## config.mk

```make
export PLATFORM = sky130hd
export DESIGN_NAME = fifo_wr_arbiter
export DESIGN_NICKNAME = d
export VERILOG_FILES = /design/src/rtl/fifo_arb_pkg.sv /design/src/rtl/fifo_wr_arbiter_rr_select.sv /design/src/rtl/fifo_wr_arbiter.sv
export SDC_FILE = /design/constraint.sdc
export NUM_CORES = 1
export LEC_CHECK = 0
export CELL_PAD_IN_SITES_DETAIL_PLACEMENT = 1
export CELL_PAD_IN_SITES_GLOBAL_PLACEMENT = 1
export CORE_MARGIN = 5
export CORE_UTILIZATION = 32
export CTS_CLUSTER_DIAMETER = 60
export DETAILED_ROUTE_END_ITERATION = 16
export PLACE_DENSITY = 0.86
export RECOVER_POWER = 100
export REMOVE_ABC_BUFFERS = 1
export SYNTH_ARGS = -nofsm -noshare
export SYNTH_HDL_FRONTEND = slang
export SYNTH_HIERARCHICAL = 1
export SYNTH_SLANG_ARGS = --single-unit
```

## constraint.sdc

```tcl
create_clock -name W_CLK -period 4.4 [get_ports W_CLK]
set_input_delay 0.88 -clock W_CLK [delete_from_list [all_inputs] [get_ports W_CLK]]
set_output_delay 0.88 -clock W_CLK [all_outputs]
set_load 0.05 [all_outputs]
```

## src/rtl/fifo_arb_pkg.sv

```systemverilog
// rtl/fifo_arb_pkg.sv - shared state type and default constants for the FIFO write arbiter
package fifo_arb_pkg;

  // Two-phase write sequencing: arbitrate, then spend one cycle presenting the write
  typedef enum logic {
    ARB   = 1'b0,
    WRITE = 1'b1
  } arb_state_t;

  localparam int DEF_N_REQ      = 4;
  localparam int DEF_DATA_WIDTH = 8;
  localparam int DEF_CNT_W      = 16;
  localparam int MAX_N_REQ      = 16;

  // Index width for a requester count; a single requester still needs one bit
  function automatic int req_idx_w(input int n_req);
    return (n_req > 1) ? $clog2(n_req) : 1;
  endfunction

endpackage

```

## src/rtl/fifo_wr_arbiter_rr_select.sv

```systemverilog
// rtl/fifo_wr_arbiter_rr_select.sv - combinational round-robin winner search
module rr_select
  import fifo_arb_pkg::*;
#(
  parameter int N_REQ = DEF_N_REQ,
  localparam int IDX_W = req_idx_w(N_REQ)
) (
  input  logic [N_REQ-1:0] req,
  input  logic [IDX_W-1:0] last,
  output logic [N_REQ-1:0] win_onehot,
  output logic [IDX_W-1:0] win_idx,
  output logic             valid
);

  int               cand;
  logic [IDX_W-1:0] cand_idx;

  // Scan from the index after the last winner, wrapping, and keep the first set request
  always_comb begin
    win_onehot = '0;
    win_idx    = '0;
    valid      = 1'b0;
    cand       = 0;
    cand_idx   = '0;
    for (int off = 1; off <= N_REQ; off++) begin
      cand     = (int'(last) + off) % N_REQ;
      cand_idx = IDX_W'(cand);
      if (!valid && req[cand_idx]) begin
        valid                = 1'b1;
        win_idx              = cand_idx;
        win_onehot[cand_idx] = 1'b1;
      end
    end
  end

endmodule

```

## src/rtl/fifo_wr_arbiter.sv

```systemverilog
// rtl/fifo_wr_arbiter.sv - round-robin write-port arbiter for the async FIFO (optional FIFO_ARB_STALL_CNT_EN)
module fifo_wr_arbiter
  import fifo_arb_pkg::*;
#(
  parameter int N_REQ      = DEF_N_REQ,
  parameter int DATA_WIDTH = DEF_DATA_WIDTH,
  parameter int CNT_W      = DEF_CNT_W
) (
  input  logic                        W_CLK,
  input  logic                        W_RST,
  input  logic [N_REQ-1:0]            REQ,
  input  logic [N_REQ*DATA_WIDTH-1:0] REQ_DATA,
  input  logic                        FULL,
  output logic [N_REQ-1:0]            GNT,
  output logic                        W_INC,
  output logic [DATA_WIDTH-1:0]       WR_DATA,
  output logic [CNT_W-1:0]            STALL_CNT,
  input  logic                        STALL_CLR
);

  localparam int               IDX_W    = req_idx_w(N_REQ);
  localparam logic [IDX_W-1:0] LAST_RST = IDX_W'(N_REQ - 1);

  arb_state_t            state;
  arb_state_t            state_nxt;
  logic [IDX_W-1:0]      last_q;
  logic [N_REQ-1:0]      win_onehot;
  logic [IDX_W-1:0]      win_idx;
  logic                  win_valid;
  logic                  grant;
  logic [DATA_WIDTH-1:0] win_data;

  rr_select #(
    .N_REQ(N_REQ)
  ) u_rr_select (
    .req        (REQ),
    .last       (last_q),
    .win_onehot (win_onehot),
    .win_idx    (win_idx),
    .valid      (win_valid)
  );

  // Pick the winner's word out of the packed request data bus
  always_comb begin
    win_data = '0;
    for (int i = 0; i < N_REQ; i++) begin
      if (win_onehot[i]) begin
        win_data = REQ_DATA[i*DATA_WIDTH +: DATA_WIDTH];
      end
    end
  end

  // Grant only from ARB with FULL low; WRITE always falls back to ARB so FULL is re-read after each write
  always_comb begin
    state_nxt = state;
    grant     = 1'b0;
    case (state)
      ARB: begin
        if (win_valid && !FULL) begin
          grant     = 1'b1;
          state_nxt = WRITE;
        end
      end
      WRITE: begin
        state_nxt = ARB;
      end
      default: begin
        state_nxt = ARB;
      end
    endcase
  end

  // FSM state register
  always_ff @(posedge W_CLK or negedge W_RST) begin
    if (!W_RST) begin
      state <= ARB;
    end else begin
      state <= state_nxt;
    end
  end

  // Registered write strobe, grant pulse, write data and round-robin pointer
  always_ff @(posedge W_CLK or negedge W_RST) begin
    if (!W_RST) begin
      W_INC   <= 1'b0;
      GNT     <= '0;
      WR_DATA <= '0;
      last_q  <= LAST_RST;
    end else begin
      W_INC <= grant;
      GNT   <= grant ? win_onehot : '0;
      if (grant) begin
        WR_DATA <= win_data;
        last_q  <= win_idx;
      end
    end
  end

`ifdef FIFO_ARB_STALL_CNT_EN
  logic [CNT_W-1:0] stall_cnt_q;
  logic             stall_cycle;

  assign stall_cycle = (state == ARB) && (|REQ) && FULL;

  // Saturating count of cycles a pending request is held off by FULL; clear wins over increment
  always_ff @(posedge W_CLK or negedge W_RST) begin
    if (!W_RST) begin
      stall_cnt_q <= '0;
    end else if (STALL_CLR) begin
      stall_cnt_q <= '0;
    end else if (stall_cycle && !(&stall_cnt_q)) begin
      stall_cnt_q <= stall_cnt_q + CNT_W'(1);
    end
  end

  assign STALL_CNT = stall_cnt_q;
`else
  logic unused_stall_clr;

  assign unused_stall_clr = STALL_CLR;
  assign STALL_CNT        = '0;
`endif

endmodule

```

==> impl_results.md, run 1 <==
- MaxCap Viol Count: 0
- Minimum clock period: 3.68 ns
- Skew-Pair Late Insertion Delay: 0.25 ns
- Nets: around 260
- Number of global-route vias before repair: approximately 1400
- TritonCTS Buffers: 3
- Largest net degree at the start of global routing: 24
- Maximum buffer depth of the clock tree: 2
- Crit path DAT: ~3.9 ns
- First-pass GRT wire length: 6.87 mm
- GPL Wtd Cong: 0.827
- Cell variety after synth: 42
- Detailed Route WL: 4.30 mm
- Share of the yosys chip area belonging to registers: 0.249
- Sink Count: 15
- Crit path kind: in2reg
- CP delay by family, top: compound AO/OA/AOI/OAI gates
- CTS root buf: clkbuf_8
- Final TNS setup: 0 ns
- Pin slew with the least headroom to its limit: 0.675 ns
- Crit-path max FO: 17
- Most frequent cells in the layout: clkdlybuf4s50_1, nand2_1, conb_1
- Maximum vdd drop: 0.255 mV
- Routed vias/inst: 5.07
- Post-Synthesis Cell Area: roughly 1500 um2
- Main combinational cell family by area after synthesis: compound AO/OA/AOI/OAI gates
- Setup bufs post-CTS: 0
- Synth Area in Compound Gates: 0.275
- Worst slack, placed: 0.651 ns
- GRT Util Overall: 0.137
- RSZ-0062 raised after global routing: false
- # diodes: 0
- Placed inst area: 1950 um2
- Gr ovfl total: 0
- First drt pass iteration count: 4
- Yosys warns: 6
- Hold crit path type: reg2reg
- Status: complete, no violations
- Area Growth Syn to Fin: 30.5%
- Crit share post-route: 0.837
- Fin worst setup slack: 0.715 ns
- Mux share of post-synthesis cell area: 0.0577
- Drt initial violations: 85
- Initial antenna violation count: 0
- Routed wire per std cell: 16.0 um
- Critical path buffers and inverters: 1
- Synth Instances: approximately 170
- Residual DRC: 0
- CP max stage cell: dlygate4sd3_1
- Commonest non-fill, non-tap cell in the layout: clkdlybuf4s50_1
- Syn Area/Cell: a little under 9 um2
- Post-synthesis simple-gate area fraction: 0.175
- Flops & latches, synth: 15
- Hold-fix buffers at CTS: 0
- CTS tree: built
- CP Capture Type: flop
- Vias: 1364
- Startpoint type of the worst setup path: input pin
- Hold Slack: 0.549 ns
- Pins over their slew limit: 0
- Pwr/cell area: 776 nW/um2
- Count of boundary I/O pins: 69
- Die area: around 6200 um2
- Adder-cell share of the synthesized area: 0.0660
- Die Wd: 78.9 um
- Inst Count DP: 265
- Post-route insts no fill: between 200 and 300
- DIE HEIGHT: 78.9 um
- H-tree depth: 1
- Critical Path RT: 4.57 ns
- Xor-xnor portion of the synthesized cell area: 0
- Fraction of layout cells with a size suffix above 1: 0.144
- Antenna Nets Post-Route: 0
- Crit path largest cell delay: 0.74 ns
- Pleak: 0.801 nW
- Clock slew at reported path FFs: 0.06 ns
- Starting Density: 0.326
- Hold Fails Final Rpt: 0
- Port Buffer Count: 51
- Core Box Area: 4660 um2
- Final Skew: 0.00531 ns
- F_max: 0.271 GHz
- Worst-path cell chain: dlygate4sd3_1 -> or3b_1 -> o21ai_0 -> a21oi_1 -> o22ai_1 -> a221o_1 -> a21oi_1 -> a221o_1 -> a31oi_2
- Row count: 25
- Final Setup Violations: 0
- Post-DP HPWL: between 3 and 4 mm
- Relative slew slack: 0.549
- Final Cell Area: 1980 um2
- # resized after CTS: 0
==> worst min-delay path, cell delays in order (launching register included) <==
cell	delay (ns)
dfrtp_1	0.34
nor2_1	0.05
a31oi_2	0.12
==> cell type report <==
cell class	count	area, um2
Tap cell	54	67.6
Fill cell	578	2680
Timing Repair Buffer	53	526
Sequential cell	15	378
Inverter	12	46.3
Clock inverter	1	5.00
Multi-Input combinational cell	131	917
Clock buffer	3	41.3
==> sequential cells by signal (all words and copies together) (netlist names) <==
name,count
WR_DATA,8
W_INC,1
last_q,2
GNT,4
==> power by group <==
| part | switching, W | internal (W) | leakage (nW) |
|---|---|---|---|
| Sequential | 0.0000634 | 0.000207 | 0.180 |
| Clock | 0.0000491 | 0.0000627 | 0.0255 |
| Combinational | 0.000707 | 0.000448 | 0.596 |
| Total | 0.000820 | 0.000718 | 0.801 |
==> kinds of logic after synthesis <==
family | count (synthesis)
AND/OR/NAND/NOR | 53
AO/OA/AOI/OAI | 48
other | 1
multiplexers | 6
flip-flops | 15
buffers and inverters | 40
adder cells (fa/ha/maj) | 8
==> synth_stat cells (all sizes together) <==
master / instances / area share
o31a: 1 / 0.0058
nand3: 1 / 0.0033
nand2: 20 / 0.049
clkinvlp: 1 / 0.0033
inv: 11 / 0.027
nor4: 1 / 0.0041
ha: 8 / 0.066
a21oi: 11 / 0.039
and2: 4 / 0.016
nor2: 14 / 0.036
nor2b: 1 / 0.0041
nor3: 1 / 0.0033
o22ai: 1 / 0.0082
a31oi: 9 / 0.070
o21ai: 7 / 0.023
a211oi: 2 / 0.018
mux2: 2 / 0.015
o22a: 1 / 0.0058
a21boi: 2 / 0.0099
buf: 27 / 0.14
mux4: 1 / 0.015
conb: 1 / 0.0025
nand2b: 1 / 0.0041
nor3b: 1 / 0.0082
clkbuf: 1 / 0.0025
nand3b: 8 / 0.040
mux2i: 3 / 0.028
dfrtp: 13 / 0.21
a221oi: 2 / 0.016
a221o: 12 / 0.079
dfstp: 2 / 0.035
or3b: 1 / 0.0058
==> final timing paths <==
check	from	to	slack [ns]	cells after the start
min in group asynchronous	W_RST	WR_DATA[2]$_DFFE_PN0N_	1.11	1
worst max-delay path	REQ[2]	WR_DATA[1]$_DFFE_PN0N_	0.72	9
worst min register to register	WR_DATA[3]$_DFFE_PN0N_	WR_DATA[3]$_DFFE_PN0N_	0.55	2
max in group asynchronous	W_RST	GNT[0]$_DFF_PN0_	2.86	1
worst max register to register	last_q[0]$_DFFE_PN1N_	WR_DATA[1]$_DFFE_PN0N_	1.13	8
worst min-delay path	WR_DATA[3]$_DFFE_PN0N_	WR_DATA[3]$_DFFE_PN0N_	0.55	2
==> metrics by stage <==
| step | power [W] | utilization |
|---|---|---|
| floorplan | 0.00113 | - |
| global placement | 0.00143 | 0.418 |
| detailed placement | 0.00147 | 0.418 |
| CTS | 0.00159 | 0.428 |
| global route | 0.00166 | 0.425 |
| finish | 0.00154 | 0.425 |
==> layer usage <==
metal  up-vias  global-route usage  wire length [um]
met3         2              0.0204               233
met5         -                   0                 0
met1       652               0.169              1870
met2        47               0.250              2190
met4         0              0.0309                14
li1        663                   -                 -
(Power assumes the default switching activity.)
==> run 2, diff against run 1 <==
Settings changed: CORE_UTILIZATION 32 to 30, PLACE_DENSITY 0.86 to 0.82.
Clock period 4.4 ns to 3.41 ns, I/O delays scaled along.
==> run 2 against run 1 <==
Setup slack got worse by 0.35 ns. Sequential power increased by 9.6%. Clock skew decreased by 0.0036 ns. Worst hold slack got worse by 0.0035 ns. Combinational power increased by 46%. Wire length decreased by 1.3%. Register-to-register slack got worse by 0.64 ns. Clock-buffer cell count increased by 1. Design area increased by 6.1%. Sequential share of layout area decreased by 1.1 points. Largest cell class unchanged. Largest power group unchanged.
==> impl_results.md, run 2 (same netlist as run 1, synthesis figures left out) <==
- Port Buffer Count: 51
- Largest net degree at the start of global routing: 18
- Setup bufs post-CTS: 0
- Fill count: 593
- GRT Util Overall: 0.132
- Hold Slack: ~0.55 ns
- CTS root buf: clkbuf_8
- Area of the multi-input gates: just over 900 um2
- TritonCTS Buffers: 3
- F_max: about 0.33 GHz
- R2R Setup Slk: 0.49 ns
- Minimum clock period: 3.04 ns
- MaxCap Viol Count: 0
- Hold crit path type: reg2reg
- Pins over their slew limit: 0
- Skew-Pair Late Insertion Delay: between 0.2 and 0.25 ns
- Residual DRC: 0
- Die Wd: around 81 um
- # resized after CTS: 0
- Final Cell Area: 2100 um2
- WHS Path Cells: 2
- Maximum vdd drop: 0.333 mV
- Final Skew: 0.00175 ns
- Most frequent cells in the layout: clkdlybuf4s50_1, nand2_1, conb_1
- Final Setup Violations: 0
- Vias: roughly 1400
- Area Growth Syn to Fin: 38.5%
- RSZ-0062 raised after global routing: false
- Gr ovfl total: 0
- Critical R2R Capture: WR_DATA[1]$_DFFE_PN0N_
- # diodes: 0
- Antenna Nets Post-Route: 0
- Nets: 277
- Hold-fix buffers at CTS: 0
- CTS tree: built
- Crit path kind: in2reg
- Worst Hold End: WR_DATA[0]$_DFFE_PN0N_
- Hold Fails Final Rpt: 0
- Worst R2R Start: last_q[1]$_DFFE_PN1N_
- Critical Path RT: 3.57 ns
- Pwr/cell area: 1010 nW/um2
- Relative slew slack: 0.440
- Count of boundary I/O pins: 69
- CP Capture Type: flop
- Biggest register: WR_DATA
- Top flop regs: WR_DATA x8, GNT x4, last_q x2
- Row count: 25
- Starting Density: 0.315
- Initial antenna violation count: 0
- HP Start: WR_DATA[0]$_DFFE_PN0N_
- First-pass GRT wire length: 6.89 mm
- Sink Count: 15
- Core Box Area: 4820 um2
- Status: complete, no violations
- Final TNS setup: 0 ns
- Clock slew at reported path FFs: roughly 0.060 ns
- Largest register FFs: 8
- Number of global-route vias before repair: 1487
- Die area: 6580 um2
- Fraction of layout cells with a size suffix above 1: 0.193
- Startpoint type of the worst setup path: input pin
- Pleak: roughly 0.86 nW
- Drt initial violations: 36
- Crit-path max FO: 8
- H-tree depth: 1
- R2R depth: 9
- Crit share post-route: 0.892
- Detailed Route WL: between 4 and 5 mm
- GPL Wtd Cong: ~0.84
- Routed vias/inst: roughly 4.6
- Commonest non-fill, non-tap cell in the layout: clkdlybuf4s50_1
- Routed wire per std cell: between 10 and 15 um
- First drt pass iteration count: 4
- Post-DP HPWL: 3.46 mm
- Register Area: about 380 um2
- Maximum buffer depth of the clock tree: 2
- Placed inst area: 2070 um2
- Crit path DAT: 3.20 ns
- Pin slew with the least headroom to its limit: 0.837 ns
- Utilization after layout: 0.436
- DIE HEIGHT: 81.1 um
[run 2: changes by cell type in the layout (fill, tap and decap cells not counted), moves of 2 or more]
cell	previous run	this run
and2_0	1	3
and2_1	3	1
buf_4	2	14
clkbuf_1	0	2
[run 2: final cells by class]
class,instances,share of cell area
clock buffers,4,0.0214
repair buffers,66,0.295
multi-input cells,131,0.442
inverters,12,0.0220
flip-flops and latches,15,0.180
well taps,67,0.0399
[run 2: per-stage QoR]
stage | instances | setup slack (ns) | total power [W]
after global routing | 295 | 0.223 | 0.00230
after CTS | 295 | 0.465 | 0.00218
after global placement | 291 | 0.229 | 0.00198
final | 295 | 0.369 | 0.00213
after detailed placement | 291 | 0.208 | 0.00203
after floorplan | 158 | 0.571 | 0.00146
[run 2: worst max path at each step]
stage	start	end	slack, ns	cells after the start
2_1_floorplan	last_q[0]$_DFFE_PN1N_	WR_DATA[1]$_DFFE_PN0N_	0.57	8
3_3_place_gp	REQ[2]	WR_DATA[5]$_DFFE_PN0N_	0.23	11
3_5_place_dp	REQ[2]	WR_DATA[7]$_DFFE_PN0N_	0.21	11
4_1_cts	REQ[2]	WR_DATA[7]$_DFFE_PN0N_	0.46	11
5_1_grt	REQ[3]	WR_DATA[7]$_DFFE_PN0N_	0.22	7
6_report	REQ[3]	WR_DATA[1]$_DFFE_PN0N_	0.37	11
[run 2: layer usage]
metal | routed length [um] | part of all wire | GRT usage | vias up
met3 | 318 | 0.075 | 0.0266 | 2
met4 | 17 | 0.0040 | 0.0253 | 0
li1 | - | - | - | 688
met2 | 2110 | 0.50 | 0.238 | 44
met1 | 1800 | 0.42 | 0.162 | 637
met5 | 0 | 0 | 0 | -
[run 2: power by group]
part           leakage [nW]  internal, W  switching, W
Combinational         0.657     0.000696      0.000997
Clock                0.0228    0.0000824     0.0000553
Sequential            0.180     0.000265     0.0000313
[run 2: worst max-delay path, stage by stage]
cell,delay [ns]
dlygate4sd3_1,0.65
or3b_1,0.40
o21ai_1,0.08
a21oi_1,0.09
o22ai_2,0.19
buf_4,0.17
a221o_1,0.20
buf_4,0.18
a21oi_1,0.05
a221o_1,0.35
a31oi_2,0.16
==> run 3, diff against run 2 <==
Settings changed: GPL_TIMING_DRIVEN from default to 0.
==> run 3 against run 2 <==
Core utilization down 1.8 points. Combinational power down 12%. Non-clock buffer count down 14. Flip-flop and latch count unchanged. Register-to-register slack worse by 0.28 ns. Clock skew up 0.0010 ns. Fmax down 4.9%. Clock power about the same.
==> impl_results.md, run 3 (same netlist as run 1, synthesis figures left out) <==
- F_max: 0.313 GHz
- Psw: 0.00105 W
- Final Cell Area: 2020 um2
- Minimum clock period: 3.20 ns
- First-pass GRT wire length: 6.55 mm
- Critical R2R Capture: WR_DATA[7]$_DFFE_PN0N_
- Clock slew at reported path FFs: 0.06 ns
- Routed vias/inst: 4.87
- Vias: 1368
- Final Setup Violations: 0
- Antenna Nets Post-Route: 0
- Gr ovfl total: 0
- Largest register FFs: 8
- Clock power frac: 0.071
- Maximum vdd drop: 0.253 mV
- R2R depth: 8
- Top flop regs: WR_DATA x8, GNT x4, last_q x2
- Fraction of layout cells with a size suffix above 1: 0.154
- Starting Density: 0.315
- TritonCTS Buffers: 3
- Setup bufs post-CTS: 0
- Count of boundary I/O pins: 69
- Crit share post-route: 0.938
- Most frequent cells in the layout: clkdlybuf4s50_1, nand2_1, conb_1
- Status: complete, no violations
- Worst R2R Start: last_q[0]$_DFFE_PN1N_
- Pleak: between 0.8 and 0.9 nW
- Pins over their slew limit: 0
- Comb power frac: 0.755
- Inst Count DP: 277
- Crit path kind: in2reg
- DIE HEIGHT: 81.1 um
- Hold crit path type: reg2reg
- HP Start: WR_DATA[5]$_DFFE_PN0N_
- Placed inst area: 1970 um2
- MaxCap Viol Count: 0
- # diodes: 0
- Crit-path max FO: 10
- CTS tree: built
- Relative slew slack: 0.550
- Residual DRC: 0
- Commonest non-fill, non-tap cell in the layout: clkdlybuf4s50_1
- Pin slew with the least headroom to its limit: ~0.67 ns
- Drt initial violations: 45
- Sw Ratio: 0.532
- Critical Path RT: 3.57 ns
- CP Capture Type: flop
- First drt pass iteration count: 4
- Number of global-route vias before repair: 1400
- Sink Count: 15
- Die Wd: 81.1 um
- Fill count: around 590
- Critical Path Sink: WR_DATA[7]$_DFFE_PN0N_
- Core Box Area: 4820 um2
- Hold-fix buffers at CTS: 0
- Critical Path Start: REQ[2]
- Post-route insts no fill: 281
- Startpoint type of the worst setup path: input pin
- Detailed Route WL: 4.04 mm
- Maximum buffer depth of the clock tree: 2
- R2R Setup Slk: approximately 0.21 ns
- Internal power: 0.000925 W
- Area Growth Syn to Fin: 32.9%
- Hold Fails Final Rpt: 0
- Die area: 6580 um2
- Utilization after layout: 0.419
- Final Skew: 0.00280 ns
- GRT Util Overall: 0.123
- Post-DP HPWL: 3.14 mm
- Routed wire per std cell: between 10 and 15 um
- # resized after CTS: 0
- Nets: 263
- H-tree depth: 1
- CTS root buf: clkbuf_8
- Row count: 25
- Pwr/cell area: 981 nW/um2
- RSZ-0062 raised after global routing: false
- Flop pwr share: 0.174
- Biggest register: WR_DATA
- Initial antenna violation count: 0
- GPL Wtd Cong: between 0.8 and 0.9
- Skew-Pair Late Insertion Delay: 0.24 ns
- Port Buffer Count: 51
- Crit path DAT: 3.36 ns
- Largest net degree at the start of global routing: 24
[run 3: changes by cell type in the layout (fill, tap and decap cells not counted), sizes merged]
cell | before | now
buf | 14 | 1
clkbuf | 5 | 4
[run 3: power groups by stage]
stage               Sequential (W)  Clock [W]  Combinational, W
floorplan                 0.000565          0          0.000893
global placement          0.000350          0           0.00149
detailed placement        0.000353          0           0.00152
CTS                       0.000350   0.000142           0.00153
global route              0.000362   0.000152           0.00162
finish                    0.000345   0.000140           0.00149
[run 3: per-stage QoR]
step | setup WS [ns] | power (W) | setup TNS (ns) | hold slack [ns]
2_1_floorplan | 0.571 | 0.00146 | 0 | 0.386
3_3_place_gp | -0.0830 | 0.00184 | -0.538 | 0.535
3_5_place_dp | -0.144 | 0.00187 | -1.12 | 0.542
4_1_cts | 0.0987 | 0.00202 | 0 | 0.555
5_1_grt | 0.0156 | 0.00214 | 0 | 0.571
6_report | 0.212 | 0.00198 | 0 | 0.544
[run 3: metal layers]
metal  up-vias  share of wire  GRT usage
li1        658              -          -
met1       646           0.47      0.168
met2        60           0.45      0.205
met3         4          0.068     0.0166
met4         0         0.0047     0.0270
met5         -              0          0
[run 3: worst min path at each step]
| stage | to | slack, ns | depth (start not counted) |
|---|---|---|---|
| 2_1_floorplan | GNT[0]$_DFF_PN0_ | 0.39 | 0 |
| 3_3_place_gp | WR_DATA[3]$_DFFE_PN0N_ | 0.54 | 2 |
| 3_5_place_dp | WR_DATA[5]$_DFFE_PN0N_ | 0.54 | 2 |
| 4_1_cts | WR_DATA[5]$_DFFE_PN0N_ | 0.55 | 2 |
| 5_1_grt | WR_DATA[5]$_DFFE_PN0N_ | 0.57 | 2 |
| 6_report | WR_DATA[5]$_DFFE_PN0N_ | 0.54 | 2 |
[run 3: worst max-delay path, cell delays in order]
cell           delay, ns
dlygate4sd3_1       0.75
or3b_1              0.38
o21ai_0             0.08
a21oi_1             0.11
o22ai_2             0.31
a221o_1             0.44
nand3b_1            0.14
a221o_1             0.32
a31oi_2             0.16
[run 3: area by class of cell]
class	instances	area, um2	area share
multi-input cells	131	938	0.465
flip-flops and latches	15	378	0.187
clock buffers	4	45.0	0.0223
repair buffers	52	526	0.261
well taps	67	83.8	0.0416
inverters	12	46.3	0.0230
